<file path="config.mk">
export PLATFORM = sky130hd
export DESIGN_NAME = mem_arbiter
export DESIGN_NICKNAME = d
export VERILOG_FILES = /design/src/rtl/mem_arb_pkg.sv /design/src/rtl/arb_rr2.sv /design/src/rtl/mem_arbiter.sv
export SDC_FILE = /design/constraint.sdc
export NUM_CORES = 1
export LEC_CHECK = 0
export CELL_PAD_IN_SITES_DETAIL_PLACEMENT = 1
export CELL_PAD_IN_SITES_GLOBAL_PLACEMENT = 2
export CORE_ASPECT_RATIO = 1.4
export CORE_MARGIN = 8
export CORE_UTILIZATION = 30
export DETAILED_ROUTE_END_ITERATION = 10
export PLACE_DENSITY_LB_ADDON = 0.15
export SLEW_MARGIN = 20
export SYNTH_ARGS = -nofsm -noshare
export SYNTH_HDL_FRONTEND = slang
export SYNTH_SLANG_ARGS = --single-unit
</file>
<file path="constraint.sdc">
create_clock -name clk -period 3.4 [get_ports clk]
set_input_delay 0.85 -clock clk [delete_from_list [all_inputs] [get_ports clk]]
set_output_delay 0.85 -clock clk [all_outputs]
set_load 0.05 [all_outputs]
</file>
<file path="src/rtl/mem_arb_pkg.sv">
// mem_arb_pkg
//   Shared types for the genrom read-port arbiter:
//     arb_state_t : transfer sequencer states (IDLE / ISSUE / CAPTURE)
//     req_id_t    : requester identifier, REQ_F (instruction fetch) or
//                   REQ_D (operand/data path)
//     other_req() : the requester that is not the one given, used to
//                   move the round-robin pointer after a grant.
package mem_arb_pkg;

  typedef enum logic [1:0] {
    IDLE    = 2'd0,
    ISSUE   = 2'd1,
    CAPTURE = 2'd2
  } arb_state_t;

  typedef logic req_id_t;

  localparam req_id_t REQ_F = 1'b0;
  localparam req_id_t REQ_D = 1'b1;

  function automatic req_id_t other_req(input req_id_t id);
    return (id == REQ_F) ? REQ_D : REQ_F;
  endfunction

endpackage

</file>
<file path="src/rtl/arb_rr2.sv">
// arb_rr2
//   Combinational two-input round-robin pick.
//   Ports:
//     f_req, d_req : in  request levels of the two requesters
//     ptr          : in  requester preferred when both request
//     winner       : out selected requester (REQ_F when nobody requests)
//     any          : out at least one request is present
module arb_rr2
  import mem_arb_pkg::*;
(
  input  logic    f_req,
  input  logic    d_req,
  input  req_id_t ptr,
  output req_id_t winner,
  output logic    any
);

  // Pick: a lone request wins outright, a tie goes to the pointer.
  always_comb begin
    any    = f_req | d_req;
    winner = REQ_F;
    if (f_req && d_req) begin
      winner = ptr;
    end else if (d_req) begin
      winner = REQ_D;
    end else begin
      winner = REQ_F;
    end
  end

endmodule

</file>
<file path="src/rtl/mem_arbiter.sv">
// mem_arbiter
//   Round-robin arbiter and sequencer for the single genrom read port,
//   shared by instruction fetch (f_*) and the operand/data path (d_*).
//   The winner's address, size and bounds are latched and held at the ROM
//   for its one-cycle registered read; the returned data/error are then
//   registered into the winner's response and flagged with a valid pulse.
//   Ports:
//     clk, reset             : clock, asynchronous active-low reset
//     x_req/x_addr/x_extra   : request level, byte address, size code
//     x_lower/x_upper        : access bounds of this requester
//     x_grant                : one-cycle pulse, request accepted
//     x_valid/x_data/x_error : one-cycle response pulse with data/error
//     mem_addr/mem_extra     : latched address/size towards genrom
//     rom_lower/upper_bound  : latched bounds towards genrom
//     mem_data/mem_error     : genrom response, one cycle after the address
module mem_arbiter
  import mem_arb_pkg::*;
#(
  parameter int MEM_DEPTH = 4,
  parameter int MEM_EXTRA = 4
) (
  input  logic                          clk,
  input  logic                          reset,
  // instruction fetch requester
  input  logic                          f_req,
  input  logic [MEM_DEPTH:0]            f_addr,
  input  logic [MEM_EXTRA-1:0]          f_extra,
  input  logic [MEM_DEPTH:0]            f_lower,
  input  logic [MEM_DEPTH:0]            f_upper,
  output logic                          f_grant,
  output logic                          f_valid,
  output logic [(2**MEM_EXTRA)*8-1:0]   f_data,
  output logic                          f_error,
  // operand/data requester
  input  logic                          d_req,
  input  logic [MEM_DEPTH:0]            d_addr,
  input  logic [MEM_EXTRA-1:0]          d_extra,
  input  logic [MEM_DEPTH:0]            d_lower,
  input  logic [MEM_DEPTH:0]            d_upper,
  output logic                          d_grant,
  output logic                          d_valid,
  output logic [(2**MEM_EXTRA)*8-1:0]   d_data,
  output logic                          d_error,
  // genrom side
  output logic [MEM_DEPTH:0]            mem_addr,
  output logic [MEM_EXTRA-1:0]          mem_extra,
  output logic [MEM_DEPTH:0]            rom_lower_bound,
  output logic [MEM_DEPTH:0]            rom_upper_bound,
  input  logic [(2**MEM_EXTRA)*8-1:0]   mem_data,
  input  logic                          mem_error
);

  localparam int AW = MEM_DEPTH + 1;
  localparam int DW = (2 ** MEM_EXTRA) * 8;

  arb_state_t         state_q, state_d;
  req_id_t            ptr_q, ptr_d;
  req_id_t            owner_q, owner_d;
  req_id_t            win;
  logic               any_req;
  logic               accept;

  logic [AW-1:0]        addr_q, addr_d;
  logic [MEM_EXTRA-1:0] extra_q, extra_d;
  logic [AW-1:0]        lower_q, lower_d;
  logic [AW-1:0]        upper_q, upper_d;

  logic               f_grant_q, f_grant_d;
  logic               d_grant_q, d_grant_d;
  logic               f_valid_q, f_valid_d;
  logic               d_valid_q, d_valid_d;
  logic [DW-1:0]      f_data_q, f_data_d;
  logic [DW-1:0]      d_data_q, d_data_d;
  logic               f_error_q, f_error_d;
  logic               d_error_q, d_error_d;

  arb_rr2 u_rr (
    .f_req  (f_req),
    .d_req  (d_req),
    .ptr    (ptr_q),
    .winner (win),
    .any    (any_req)
  );

  // A new transfer may start from IDLE or overlap the CAPTURE edge of the
  // previous one, which gives the two-cycle back-to-back cadence.
  assign accept = any_req && ((state_q == IDLE) || (state_q == CAPTURE));

  // State register.
  always_ff @(posedge clk or negedge reset) begin
    if (!reset) begin
      state_q <= IDLE;
    end else begin
      state_q <= state_d;
    end
  end

  // Next-state logic; requests seen during ISSUE wait for the CAPTURE edge.
  always_comb begin
    state_d = state_q;
    case (state_q)
      IDLE: begin
        if (any_req) begin
          state_d = ISSUE;
        end else begin
          state_d = IDLE;
        end
      end
      ISSUE: begin
        state_d = CAPTURE;
      end
      CAPTURE: begin
        if (any_req) begin
          state_d = ISSUE;
        end else begin
          state_d = IDLE;
        end
      end
      default: begin
        state_d = IDLE;
      end
    endcase
  end

  // Output/datapath next values: latch the winner on accept, return the
  // ROM response to the owner at the end of CAPTURE.
  always_comb begin
    ptr_d     = ptr_q;
    owner_d   = owner_q;
    addr_d    = addr_q;
    extra_d   = extra_q;
    lower_d   = lower_q;
    upper_d   = upper_q;
    f_grant_d = 1'b0;
    d_grant_d = 1'b0;
    f_valid_d = 1'b0;
    d_valid_d = 1'b0;
    f_data_d  = f_data_q;
    d_data_d  = d_data_q;
    f_error_d = f_error_q;
    d_error_d = d_error_q;

    if (accept) begin
      ptr_d   = other_req(win);
      owner_d = win;
      if (win == REQ_D) begin
        addr_d    = d_addr;
        extra_d   = d_extra;
        lower_d   = d_lower;
        upper_d   = d_upper;
        d_grant_d = 1'b1;
      end else begin
        addr_d    = f_addr;
        extra_d   = f_extra;
        lower_d   = f_lower;
        upper_d   = f_upper;
        f_grant_d = 1'b1;
      end
    end else begin
      ptr_d   = ptr_q;
      owner_d = owner_q;
    end

    // owner_q still names the finishing transfer even if a new winner is
    // being latched on this same edge.
    if (state_q == CAPTURE) begin
      if (owner_q == REQ_D) begin
        d_valid_d = 1'b1;
        d_data_d  = mem_data;
        d_error_d = mem_error;
      end else begin
        f_valid_d = 1'b1;
        f_data_d  = mem_data;
        f_error_d = mem_error;
      end
    end else begin
      f_valid_d = 1'b0;
      d_valid_d = 1'b0;
    end
  end

  // Datapath and response registers.
  always_ff @(posedge clk or negedge reset) begin
    if (!reset) begin
      ptr_q     <= REQ_F;
      owner_q   <= REQ_F;
      addr_q    <= {AW{1'b0}};
      extra_q   <= {MEM_EXTRA{1'b0}};
      lower_q   <= {AW{1'b0}};
      upper_q   <= {AW{1'b1}};
      f_grant_q <= 1'b0;
      d_grant_q <= 1'b0;
      f_valid_q <= 1'b0;
      d_valid_q <= 1'b0;
      f_data_q  <= {DW{1'b0}};
      d_data_q  <= {DW{1'b0}};
      f_error_q <= 1'b0;
      d_error_q <= 1'b0;
    end else begin
      ptr_q     <= ptr_d;
      owner_q   <= owner_d;
      addr_q    <= addr_d;
      extra_q   <= extra_d;
      lower_q   <= lower_d;
      upper_q   <= upper_d;
      f_grant_q <= f_grant_d;
      d_grant_q <= d_grant_d;
      f_valid_q <= f_valid_d;
      d_valid_q <= d_valid_d;
      f_data_q  <= f_data_d;
      d_data_q  <= d_data_d;
      f_error_q <= f_error_d;
      d_error_q <= d_error_d;
    end
  end

  assign f_grant         = f_grant_q;
  assign d_grant         = d_grant_q;
  assign f_valid         = f_valid_q;
  assign d_valid         = d_valid_q;
  assign f_data          = f_data_q;
  assign d_data          = d_data_q;
  assign f_error         = f_error_q;
  assign d_error         = d_error_q;
  assign mem_addr        = addr_q;
  assign mem_extra       = extra_q;
  assign rom_lower_bound = lower_q;
  assign rom_upper_bound = upper_q;

endmodule

</file>
### After elaboration in Yosys (flattened, before gate mapping)

Cells that the tools add are included.

| storage, ports and cells | value |
|---|---|
| register bits after elaboration | 285 |
| input port bits | 171 |
| output and inout port bits | 281 |
| word-level logic and storage cells | 42 |

| cells by class | value |
|---|---|
| equality and inequality tests | 2 |
| muxes and demuxes | 16 |
| bitwise gates (word level) | 2 |
| reductions and logical operators | 7 |

Operators by type and width:

| operator | number |
|---|---|
| 5-bit two-way mux | 3 |
| 1-bit two-way mux | 11 |
| 4-bit two-way mux | 1 |
| 2-bit case mux with 2 select lines | 1 |
| 2-bit AND reduction | 2 |
| 2-bit by 1-bit == test with 1-bit output (second input constant) | 1 |
| 2-bit == test (second input constant) | 1 |
| 1-bit logical AND | 2 |
| 2-bit zero test | 1 |
| 2-bit OR reduction | 1 |
| 1-bit logical OR | 1 |
| 1-bit NOT | 1 |
| 1-bit OR | 1 |

### Logic depth before layout (Yosys ltp)

Gate-level depths: netlist of the first run.

| depth | value |
|---|---|
| depth after elaboration | 4 |
| gate-level depth with buffers | 5 |
| mapped depth without buffers | 3 |

### Cells and area by module

A second synthesis of the first run with hierarchy kept.

| second synthesis, totals | value |
|---|---|
| cells, all modules | 627 |
| area total of the unflattened synthesis | 10776.6 µm² |

Modules (own cells, without submodules):

| module | times used | cells an instance | area an instance (µm²) |
|---|---|---|---|
| mem_arbiter | 1 | 624 | 10759.1 |
| arb_rr2 | 1 | 3 | 17.5 |

### Worst setup path before layout of the first run

No wires, ideal clock.

| path | value |
|---|---|
| kind | input-to-reg |
| start | input port f_req |
| end | register addr_q[4] (netlist: mem_addr[4]) |
| arrival | 1640 ps |
| path slack | 1634 ps |
| stages | 4 |
| path through | inv_1 o211a_1 clkbuf_1 a221o_1 |

| between the ends | value |
|---|---|
| cells in the longest elaborated chain, start to end | 3 |
| elaborated cells between the ends (all ways) | 5 |
| classes of those cells | mux (2); bitwise (1); reduce/logical (2) |

Ends and longest elaborated chain:

| what | RTL line | text |
|---|---|---|
| start: declaration | mem_arbiter.sv:25 | `input logic f_req,` |
| 1-bit logical AND | arb_rr2.sv:22 | `if (f_req && d_req) begin` |
| 1-bit two-way mux | arb_rr2.sv:22 |  |
| 5-bit two-way mux | mem_arbiter.sv:146 | `if (win == REQ_D) begin` |
| end signal: assignment | mem_arbiter.sv:187 | `addr_q <= {AW{1'b0}};` |
| end signal: assignment | mem_arbiter.sv:202 | `addr_q <= addr_d;` |
| end: declaration | mem_arbiter.sv:63 | `logic [AW-1:0] addr_q, addr_d;` |

Parallel ways exist; a longest one is shown, timed or not.
A chain may end at the register's enable or synchronous reset.

### Worst setup path in the final report of the first run

| path | value |
|---|---|
| start | register upper_q[1] (netlist: rom_upper_bound[1]) |
| end | output port rom_upper_bound[1] |

RTL lines:

| what | RTL line | text |
|---|---|---|
| start: declaration | mem_arbiter.sv:66 | `logic [AW-1:0] upper_q, upper_d;` |
| start signal: assignment | mem_arbiter.sv:190 | `upper_q <= {AW{1'b1}};` |
| start signal: assignment | mem_arbiter.sv:205 | `upper_q <= upper_d;` |
| end: declaration | mem_arbiter.sv:48 | `output logic [MEM_DEPTH:0] rom_upper_bound,` |

No word-level cell between the ends.

==> flow_summary_export.csv, run 1 <==
group,metric,value,unit
worst_setup_path,worstPathBufferInverterCount,1,
floorplanning,die_x,175,um
job,cap_violations,0,
cells_and_area,n_fill_cell,3599,
synthesis,async_reset_ff_frac,1.00,
clock_tree,htree_levels,1,
synthesis,synthTopCellsByCount,"280 x dfrtp_1, 198 x mux2_1, 60 x mux2_2, 19 x a221o_1, 18 x and2_1",
floorplanning,coreArea,35500,sq um
drt,antenna_left,0,
sta,rsz0062_at_grt,"no",
clock_tree,cts_setup_buffers,0,
sta,worstMarginPinSlew,0.711,ns
worst_setup_path,crit_path_max_incr_delay,0.81,ns
synthesis,synth_flop_cell,"dfrtp_1",
synthesis,synthesis.instances,627,
worst_setup_path,crit_arrival,1.89,ns
status,run_status,"complete, no violations",
worst_hold_path,holdCritPathClass,"primary input to async pin",
drt,vias_per_cell,4.48,
floorplanning,chipHeight,239,um
drt,vias,7068,
clock_tree,postCtsHoldBufs,0,
drt,post-route-drc-count,0,
clock_tree,cts_tree,"built",
drt,drt-met1-wl,13200,um
worst_setup_path,start_kind,"register",
synthesis,synth.net_count,798,
sta,finalMaxSlewViolations,0,
global_routing,antenna_found_initial,3,
synthesis,synth_cell_types,21,
global_routing,grt_max_degree,74,
drt,wl_met3,3860,um
worst_setup_path,cp_top_family,"buffers and inverters",
worst_setup_path,crit_type,"register to output pin",
placed_design,place.gp.congestion,0.744,
cells_and_area,final_nets,1261,
floorplanning,die_area,42000,sq um
clock_tree,path_clk_slew,0.06,ns
clock_tree,clk_path_buf_depth,3,
synthesis,synth-edff-count,0,
global_routing,grt_pass1_vias,7972,
clock_tree,cts_resized,0,
placed_design,post-place-ws,0.842,ns
sta,period_needed,2.74,ns
floorplanning,rows,82,
sta,slew_headroom,0.526,
synthesis,ys_top_cells_by_area,"dfrtp_1 66%, mux2_1 21%, mux2_2 6.3%",
drt,route.met2.wl,16900,um
worst_setup_path,path_cells,"clkdlybuf4s50_1",
placed_design,port_buffers,451,
synthesis,yosysSeqAreaShare,0.668,
sta,fin_skew,0.0178,ns
sta,setup_tns,0,ns
synthesis,ys_warn_count,0,
clock_tree,insertion_delay,0.55,ns
cells_and_area,fin_area,16700,sq um
floorplanning,start_util,0.301,
placed_design,dp_hpwl,26200,um
synthesis,synth.cell_area,10700,sq um
sta,final.period_utilization,0.807,
synthesis,synth_largest_area_cell,"dfrtp_1",
sta,setup_viol,0,
synthesis,avgSynthCellArea,17.0,sq um
cells_and_area,drive_above_1_share,0.113,
worst_setup_path,crit_path_max_fanout,2,
placed_design,place_area,15700,sq um
global_routing,grt_pass1_wl,52800,um
worst_setup_path,worstPathRequired,2.55,ns
global_routing,grt_util_all_layers,0.164,
synthesis,yosysTopAreaCellShare,0.656,
clock_tree,cts_sinks,285,
drt,wl_per_cell,22.2,um
worst_setup_path,crit_path_end_kind,"output pin",
drt,dr.max_layer_used,"met5",
synthesis,ys_seq_elements,285,
worst_setup_path,r2r-start,"state_q[0]",
floorplanning,ios,452,
worst_setup_path,cpMaxStageDelayCell,"clkdlybuf4s50_1",
drt,drtIter0Drc,270,
clock_tree,cts_made_buffers,30,
clock_tree,clock_tree.root_cell,"clkbuf_16",
synthesis,synth_most_common_cell,"dfrtp_1",
global_routing,grt_overflow,0,
sta,layout_setup_ws,0.657,ns
drt,drt-total-wl,35000,um
sta,hold_viol,0,
sta,fmax,0.365,GHz
worst_setup_path,critPathLaunch,"rom_upper_bound[1]",
cells_and_area,synthToLayoutAreaGrowth,56.2,%
drt,drt_pre_antenna_iters,4,
## logic make-up after synthesis
logic type / share of synthesized area
AO/OA/AOI/OAI: 0.0215
buffers and inverters: 0.0253
flip-flops: 0.668
multiplexers: 0.272
AND/OR/NAND/NOR: 0.0131
## worst paths after layout
check,endpoint,slack [ns],cells after the start
min,f_data[90],0.25,1
max in group asynchronous,rom_upper_bound[4],2.38,2
min in group clk,f_data[37],0.48,1
max reg2reg,d_data[25],1.46,4
max,rom_upper_bound[1],0.66,1
min reg2reg,f_data[37],0.48,1
## flip-flops by register name, indices dropped and copies added, names as in the netlist, 2 cells and up
register         count
d_data             128
rom_lower_bound      5
mem_addr             5
state_q              2
f_data             128
rom_upper_bound      5
mem_extra            4
## layout make-up
cell class	count	area (sq um)	share of cell area
sequential	285	7140	0.428
timing repair buffer	465	4710	0.282
multi-input combinational	304	3300	0.198
clock buffer	51	911	0.0546
tap	462	578	0.0346
clock inverter	5	27.5	0.00165
inverter	4	15.0	0.000900
antenna	2	5.00	0.000300
## through the flow
step	hold slack, ns	instances	util
after floorplan	0.412	627	-
after global placement	0.466	1520	0.443
after global routing	0.280	1578	0.470
after detailed placement	0.475	1520	0.443
after CTS	0.260	1576	0.470
final	0.252	1578	0.470
## cell usage in the layout, fill, tap and decap left out
cell type	netlist	final
buf_8	0	1
a211oi_2	0	1
and2_0	1	1
clkinv_2	0	4
nor2_1	1	1
clkbuf_16	0	31
a21o_1	2	2
diode_2	0	2
nand3_4	0	1
dfstp_2	5	5
mux2_1	198	198
o211a_1	1	1
clkinvlp_4	0	1
buf_12	0	7
mux2_2	60	60
a221o_1	19	19
o21bai_1	1	1
clkdlybuf4s50_1	0	450
clkbuf_8	0	6
dfrtp_1	280	280
and2_1	18	18
clkbuf_1	3	14
inv_1	3	3
inv_2	1	1
buf_4	11	7
nor3b_4	0	1
## metal layers
layer	track usage	vias to the layer above
met5	0	-
met4	0.0572	2
met3	0.0743	48
met2	0.271	328
met1	0.184	3530
li1	-	3160
Power of run 1 is not shown: default switching activity piles up to over one toggle a cycle in this logic, so the estimate is an artifact.
==> run 2, diff against run 1 <==
--- a/config.mk
+++ b/config.mk
@@ -9,7 +9,7 @@
 export CELL_PAD_IN_SITES_GLOBAL_PLACEMENT = 2
 export CORE_ASPECT_RATIO = 1.4
 export CORE_MARGIN = 8
-export CORE_UTILIZATION = 30
+export CORE_UTILIZATION = 25
 export DETAILED_ROUTE_END_ITERATION = 10
 export PLACE_DENSITY_LB_ADDON = 0.15
 export SLEW_MARGIN = 20
==> constraint.sdc (replaced) <==
create_clock -name clk -period 2.49 [get_ports clk]
set_input_delay 0.6225 -clock clk [delete_from_list [all_inputs] [get_ports clk]]
set_output_delay 0.6225 -clock clk [all_outputs]
set_load 0.05 [all_outputs]
==> run 2 against run 1 <==
- core utilization is 7.0 points lower
- worst setup slack worse by 0.58 ns
- clock skew grew 0.00075 ns
- first-iteration DRC count decreased by 38%
- worst hold slack better by 0.23 ns
- critical path type unchanged
- critical endpoint is now f_data[55]
- highest routed layer is now met4
==> flow_summary_export.csv, run 2 (synthesized netlist as in run 1, its figures left out) <==
group,metric,value,unit
clock_tree,cts_made_buffers,30,
worst_setup_path,crit_arrival,1.80,ns
sta,period_needed,2.42,ns
worst_setup_path,crit_path_end_kind,"output pin",
status,run_status,"complete, no violations",
worst_setup_path,cp_top_family,"buffers and inverters",
drt,vias,7078,
placed_design,place.gp.congestion,0.701,
clock_tree,htree_levels,1,
clock_tree,cts_sinks,285,
placed_design,dp_hpwl,26500,um
worst_hold_path,holdCritPathClass,"register to register",
floorplanning,die_x,191,um
sta,whs,0.482,ns
cells_and_area,synthToLayoutAreaGrowth,58.2,%
worst_setup_path,crit_path_max_fanout,2,
cells_and_area,layout_common_cells,"444 x clkdlybuf4s50_1, 280 x dfrtp_1, 198 x mux2_1",
sta,hold_viol,0,
drt,post-route-drc-count,0,
floorplanning,rows,89,
drt,drt-total-wl,35500,um
global_routing,grt_util_all_layers,0.139,
clock_tree,cts_tree,"built",
drt,drtIter0Drc,167,
floorplanning,chipHeight,261,um
clock_tree,path_clk_slew,0.06,ns
cells_and_area,n_fill_cell,4352,
drt,vias_per_cell,4.26,
clock_tree,clk_path_buf_depth,3,
worst_setup_path,worstPathBufferInverterCount,1,
floorplanning,start_util,0.253,
sta,slew_headroom,0.507,
sta,fmax,0.414,GHz
worst_setup_path,worstPathRequired,1.87,ns
clock_tree,insertion_delay,0.56,ns
global_routing,grt_pass1_vias,8068,
sta,final.period_utilization,0.971,
sta,setup_viol,0,
sta,rsz0062_at_grt,"no",
global_routing,grt_pass1_wl,53400,um
worst_setup_path,crit_type,"register to output pin",
worst_setup_path,crit_path_max_incr_delay,0.89,ns
sta,worstMarginPinSlew,0.739,ns
floorplanning,die_area,49700,sq um
sta,finalMaxSlewViolations,0,
cells_and_area,multi_input_area,3300,sq um
worst_setup_path,path_cells,"clkdlybuf4s50_1",
worst_setup_path,cpMaxStageDelayCell,"clkdlybuf4s50_1",
global_routing,grt_max_degree,75,
cells_and_area,final_nets,1264,
global_routing,grt_overflow,0,
job,cap_violations,0,
floorplanning,coreArea,42200,sq um
placed_design,port_buffers,451,
clock_tree,cts_setup_buffers,0,
floorplanning,ios,452,
global_routing,antenna_found_initial,1,
cells_and_area,drive_above_1_share,0.117,
cells_and_area,seqCellArea,7140,sq um
sta,fin_skew,0.0186,ns
drt,drt_pre_antenna_iters,4,
worst_setup_path,start_kind,"register",
drt,wl_per_cell,21.3,um
sta,setup_tns,0,ns
drt,antenna_left,0,
cells_and_area,final_common_cell,"clkdlybuf4s50_1",
clock_tree,clock_tree.root_cell,"clkbuf_16",
==> run 2: cell types whose count changed in the layout (fill, tap and decap cells not counted), sizes merged <==
cell / before / now
bufinv: 0 / 3
dlymetal6s2s: 0 / 1
diode: 2 / 1
inv: 4 / 5
buf: 15 / 17
clkdlybuf4s50: 450 / 444
dlygate4sd3: 0 / 1
dlygate4sd2: 0 / 5
clkbuf: 51 / 47
clkinvlp: 1 / 0
==> run 2: repair_timing <==
action / 4_1_cts / 5_1_grt
pin swaps: 0 / 0
resized for setup: 5 / 1
hold endpoints to repair: 41 / 0
hold buffers: 1 / 0
setup endpoints to repair: 5 / 1
==> run 2: final timing paths <==
check	startpoint	endpoint	slack, ns	cells past startpoint
worst max-delay path	f_data[55]	f_data[55]	0.07	1
worst min-delay path	f_data[84]	f_data[84]	0.48	1
worst max register to register	state_q[0]	f_data[81]	0.73	3
worst min register to register	f_data[84]	f_data[84]	0.48	1
max in group asynchronous	reset	rom_upper_bound[2]	1.18	3
min in group asynchronous	reset	d_data[59]	0.56	2
==> run 2: stage by stage <==
| stage | util | worst slack (ns) | area, sq um | std cells |
|---|---|---|---|---|
| global placement | 0.376 | 0.229 | 15900 | 1606 |
| CTS | 0.400 | 0.00894 | 16900 | 1662 |
| floorplan | - | 0.952 | 10700 | 627 |
| finish | 0.400 | 0.0723 | 16900 | 1663 |
| global route | 0.400 | 0.00363 | 16900 | 1663 |
| detailed placement | 0.376 | 0.192 | 15900 | 1606 |
==> run 2: final cells by class <==
class | instances | area share
repair buffers | 468 | 0.281
well taps | 546 | 0.0404
clock inverters | 8 | 0.00703
clock buffers | 47 | 0.0530
flip-flops and latches | 285 | 0.422
inverters | 4 | 0.000888
diodes | 1 | 0.000148
multi-input cells | 304 | 0.195
==> run 2: metal layers <==
| metal | GRT usage | vias to the layer above | wire [um] |
|---|---|---|---|
| met5 | 0 | - | 0 |
| met4 | 0.0371 | 0 | 680 |
| met3 | 0.0651 | 39 | 4140 |
| met2 | 0.239 | 310 | 17500 |
| met1 | 0.153 | 3561 | 13200 |
| li1 | - | 3168 | - |
Power of run 2 is left out for the same reason.
==> run 3, diff against run 2 <==
--- a/config.mk
+++ b/config.mk
@@ -5,6 +5,7 @@
 export SDC_FILE = /design/constraint.sdc
 export NUM_CORES = 1
 export LEC_CHECK = 0
+export CAP_MARGIN = 20
 export CELL_PAD_IN_SITES_DETAIL_PLACEMENT = 1
 export CELL_PAD_IN_SITES_GLOBAL_PLACEMENT = 2
 export CORE_ASPECT_RATIO = 1.4
==> results of run 3 <==
No change in the layout: final DEF, timing and power equal those of run 2.
Power of run 3 is left out for the same reason.
==> RTL change 1 (config.mk and constraints of run 3) <==
Change the parameter `MEM_DEPTH` from 4 to 8.
--- a/src/rtl/mem_arbiter.sv
+++ b/src/rtl/mem_arbiter.sv
@@ -16,7 +16,7 @@
 module mem_arbiter
   import mem_arb_pkg::*;
 #(
-  parameter int MEM_DEPTH = 4,
+  parameter int MEM_DEPTH = 8,
   parameter int MEM_EXTRA = 4
 ) (
   input  logic                          clk,
Ports: changed (9 resized); port bits go from 452 to 488. No check against the original RTL was run, so the function may have changed too.
==> RTL change 1 against run 3 <==
  * Cell count grew 5.0%
  * Register-to-register slack lost 0.05 ns
  * Routed wire length grew 13%
  * Sequential cell count grew 12
  * Core utilization grew 0.52 points
  * Design area grew 5.8%
  * Setup slack gained 0.019 ns
  * Synthesized area grew 4.5%
  * Critical path type unchanged
  * Highest routed layer is now met5
==> RTL change 1: results (changes against run 3) <==
[status]
status = finished, final reports clean

[clock_network]
path_clk_slew_ns = 0.06  ; about the same
clock_latency_ns = 0.51  ; -0.05 ns
cts_inserted_buffers = 34  ; +13%
post_cts_buffers = 0  ; unchanged
root_buffer = clkbuf_16
htree_levels = 2  ; +1

[global_route]
use_met1 = 0.1581  ; +0.004781
grt_use_met2 = 0.2644  ; +0.02554
use_met3 = 0.08442  ; +0.01936
grt_pass1_vias = 8982  ; +11%
antenna_found_initial = 5  ; +4
grt_max_degree = 79  ; +5.3%
busiest_layer = met2
track_usage = 0.1522  ; +0.01276
grt_pass1_wl_mm = 60.44  ; +13%

[detailed_routing]
num_vias = 7718  ; +9.0%
routed-wl-met2_mm = 19.95  ; +14%
drtPass1Iterations = 4  ; unchanged
totalWireLength_mm = 40.06  ; +13%
wl_met1_mm = 14.43  ; +9.4%
routed-wl-met3_mm = 4.905  ; +18%
drt_iter0_markers = 211  ; +26%
top_layer_used = met5

[synthesis]
synth.top_cells.by_count = dfrtp_1, mux2_2, mux2_1
async_flop_share = 1.000  ; unchanged
netlist_top_cells_area = dfrtp_1, mux2_2, mux2_1
dominantRegCellSynth = dfrtp_1
yosysSeqAreaShare = 0.6668  ; -0.001332
synth_fp_nets = 861  ; +7.9%
synth.distinct_cells = 19  ; -9.5%

[worst_hold_path]
min-delay-start = f_data[120]$_DFFE_PN0P_
hp-class = reg2reg
min_to = f_data[120]$_DFFE_PN0P_
holdPathStages = 1  ; unchanged

[worst_setup_path]
r2r-start = state_q[0]$_DFF_PN0_
rrSetupSlack_ns = 0.68  ; -0.05 ns
max_stage_delay_ns = 0.86  ; -0.03 ns
reg2reg_to = f_data[31]$_DFFE_PN0P_
endpoint = rom_lower_bound[3]
r2r_cells = 3  ; unchanged
worstPathMaxFanout = 2  ; unchanged
critPathTopFamily = buffers and inverters
critical_path.startpoint = rom_lower_bound[3]$_DFFE_PN0P_

[placement]
portBuffers = 487  ; +8.0%
dp_hpwl_mm = 29.96  ; +13%
dpl-instance-area_sq_mm = 0.01677  ; +5.7%
place_ws_ns = 0.06687  ; -0.1246 ns
place.gp.congestion = 0.7673  ; +9.5%

[timing]
worstMarginPinSlew_ns = 0.7788  ; +0.03980 ns
fin_ws_ns = 0.09135  ; +0.01901 ns
holdWs_ns = 0.4837  ; +0.001806 ns
final.setup_skew_ns = 0.01862  ; +0.00002850 ns

[layout]
final_nets = 1362  ; +7.8%
drive_above_1_share = 0.1946  ; +0.07722

[power]
p_leak_uw = 0.007358

[RTL change 1: cell count changes in the layout (fill, tap and decap cells not counted), moves of 3 or more]
| cell | before | now |
|---|---|---|
| a221o_1 | 19 | 31 |
| dlygate4sd2_1 | 5 | 9 |
| mux2_1 | 198 | 106 |
| and2_1 | 18 | 31 |
| clkbuf_16 | 31 | 35 |
| dfstp_2 | 5 | 9 |
| buf_4 | 8 | 4 |
| clkbuf_1 | 10 | 7 |
| clkdlybuf4s50_1 | 444 | 477 |
| dfrtp_1 | 280 | 288 |
| mux2_2 | 60 | 152 |
[RTL change 1: metrics by stage]
step	cells	total power [uW]	utilization
after floorplan	666	18370	-
after global placement	1688	24710	0.3806
after detailed placement	1688	24870	0.3806
after CTS	1745	30020	0.4055
after global routing	1745	30830	0.4055
final	1746	29510	0.4056
[RTL change 1: cells by family (layout without fill, tap and decap cells)]
logic type      count (synthesis)  in the layout  share of synthesized area
compound gates                 36             36                    0.03183
mux                           258            258                     0.2603
other cells                     0              1                          0
simple gates                   34             34                    0.01928
buf+inv                        41            562                    0.02185
flops                         297            297                     0.6668
[RTL change 1: final cells by class]
type                    instances  area, sq um
fillers                      4523        26190
clock inverters                 6        86.33
clock buffers                  50         1012
diodes                          1        2.502
well taps                     558        698.2
repair buffers                502         5109
multi-input cells             328         3506
inverters                       4        15.01
flip-flops and latches        297         7443
[RTL change 1: repair_timing]
item                       4_1_cts  5_1_grt
gates resized for setup          9        0
setup endpoints to repair        9        0
hold buffers                     1        0
hold endpoints to repair         3        0
[RTL change 1: report_power, final]
part           internal [uW]  switching, uW  total [uW]
combinational           5530          10700       16300
clock                   3010           1980        4990
sequential              7120           1130        8240
==> RTL change 2 (settings of run 3) <==
Made on the original files. Reset style: synchronous (`reset`), changed in 2 clocked blocks. Comments in the files are not updated.
--- a/src/rtl/mem_arbiter.sv
+++ b/src/rtl/mem_arbiter.sv
@@ -87,7 +87,7 @@
   assign accept = any_req && ((state_q == IDLE) || (state_q == CAPTURE));
 
   // State register.
-  always_ff @(posedge clk or negedge reset) begin
+  always_ff @(posedge clk) begin
     if (!reset) begin
       state_q <= IDLE;
     end else begin
@@ -180,7 +180,7 @@
   end
 
   // Datapath and response registers.
-  always_ff @(posedge clk or negedge reset) begin
+  always_ff @(posedge clk) begin
     if (!reset) begin
       ptr_q     <= REQ_F;
       owner_q   <= REQ_F;
Function: differs if reset is asserted again (counterexample within 4 cycles, from zero or initial values and one cycle with reset low); with reset held inactive, the same outputs for 4 cycles.
==> RTL change 2 against run 3 <==
  * Maximum frequency up 0.14%
  * Synthesized area down 8.3%
  * Setup slack better by 0.0034 ns
  * Register-to-register slack better by 0.18 ns
  * Sequential cell count unchanged
  * Routed wire length up 19%
  * Design area down 5.8%
  * Core utilization up 0.72 points
  * Critical path type unchanged
  * Highest routed layer is now met5
==> RTL change 2: results (changes against run 3) <==
[power]
p_leak_uw = 0.005417
power_density_mw_per_mm2 = 665.6
ir_drop_mv = 0.4041

[placement]
portBuffers = 451  ; unchanged
dp_hpwl_mm = 30.20  ; +14%
place_ws_ns = 0.2139  ; +0.02242 ns
placed_cells = 2126  ; +32%
dpl-instance-area_sq_mm = 0.01494  ; -5.9%
place.gp.congestion = 0.7248  ; +3.5%

[layout]
drive_above_1_share = 0.04782  ; -0.06956
nFillCells = 4563  ; +4.8%
final_nets = 1802  ; +43%

[detailed_routing]
drt_iter0_markers = 374  ; +120%
routed_via_density = 4.502  ; +5.8%
drtPass1Iterations = 4  ; unchanged
totalWireLength_mm = 42.18  ; +19%
num_vias = 9827  ; +39%

[worst_hold_path]
hp-class = reg2reg
holdPathStages = 2  ; +1

[clock_network]
clockBufferDepth = 3  ; unchanged
cts_inserted_buffers = 31  ; +3.3%
clock_latency_ns = 0.56  ; about the same
post_cts_buffers = 0  ; unchanged
htree_levels = 1  ; unchanged
path_clk_slew_ns = 0.06  ; about the same
root_buffer = clkbuf_16
post_cts_resized = 1  ; -4

[synthesis]
synth_fp_nets = 1387  ; +74%
synth.top_cells.by_count = nand2_1, dfxtp_1, a21oi_1
synth_area_per_cell_sq_um = 8.061  ; -53%
yosysSeqAreaShare = 0.5821  ; -0.08603
async_flop_share = 0  ; -1.000
dominantRegCellSynth = dfxtp_1
netlist_top_cells_area = dfxtp_1, nand2_1, a21oi_1
synth.distinct_cells = 24  ; +14%
ys_warn_count = 0  ; unchanged

[global_route]
grt_max_degree = 91  ; +21%
grt_pass1_wl_mm = 63.17  ; +18%
track_usage = 0.1764  ; +0.03689
grt_pass1_vias = 10220  ; +27%
antenna_found_initial = 5  ; +4

[worst_setup_path]
r2r_cells = 4  ; +1
worstPathMaxFanout = 2  ; unchanged
end_kind = output pin
arrival_ns = 1.79
critPathTopFamily = buffers and inverters
max_stage_delay_ns = 0.84  ; -0.05 ns
cpMaxStageDelayCell = clkdlybuf4s50_1

[status]
status = finished, final reports clean

[timing]
worstMarginPinSlew_ns = 0.8124  ; +0.07342 ns
tns_ns = 0  ; unchanged
holdWs_ns = 0.4519  ; -0.03007 ns
final.setup_skew_ns = 0.01041  ; -0.008186 ns
hold_viol = 0  ; unchanged

RTL change 2: cell count changes after synthesis, sizes merged, moves of 19 or more:
cell    change
a21oi     +259
clkbuf     +43
mux2      -258
nand2     +517
and2       -19
dfrtp     -280
dfxtp     +285
RTL change 2: layout make-up:
class / count / share of cell area
multi-input combinational: 831 / 0.2308
clock buffer: 46 / 0.05854
timing repair buffer: 475 / 0.3056
sequential: 285 / 0.3583
tap: 528 / 0.04149
clock inverter: 8 / 0.002672
antenna: 3 / 0.0004715
inverter: 7 / 0.002122
RTL change 2: cells by family after synthesis:
| family | Yosys count | synth area share |
|---|---|---|
| DFF | 285 | 0.5821 |
| and+or+nand+nor | 543 | 0.2152 |
| buffers and inverters | 100 | 0.04430 |
| AOI/OAI and AO/OA | 288 | 0.1584 |
RTL change 2: final timing paths:
check	slack [ns]	start	to
max reg2reg	0.91	state_q[0]$_SDFF_PN0_	d_data[25]$_SDFFE_PN0P_
max	0.08	mem_addr[2]$_SDFFE_PN0P_	mem_addr[2]
min reg2reg	0.45	d_data[84]$_SDFFE_PN0P_	d_data[84]$_SDFFE_PN0P_
min	0.45	d_data[84]$_SDFFE_PN0P_	d_data[84]$_SDFFE_PN0P_
RTL change 2: power by group:
| group | switching, uW | internal (uW) | leakage, uW | total [uW] |
|---|---|---|---|---|
| Clock | 1880 | 2560 | 0.000487 | 4440 |
| Combinational | 837 | 564 | 0.00262 | 1400 |
| Sequential | 68.4 | 4680 | 0.00231 | 4750 |
| Total | 2790 | 7810 | 0.00542 | 10600 |
RTL change 2: per-layer routing:
metal / part of all wire / vias up / GRT usage
met2: 0.51 / 309 / 0.3196
li1: - / 4784 / -
met5: 0.00064 / - / 0
met3: 0.082 / 57 / 0.05829
met4: 0.027 / 4 / 0.05892
met1: 0.38 / 4673 / 0.1884
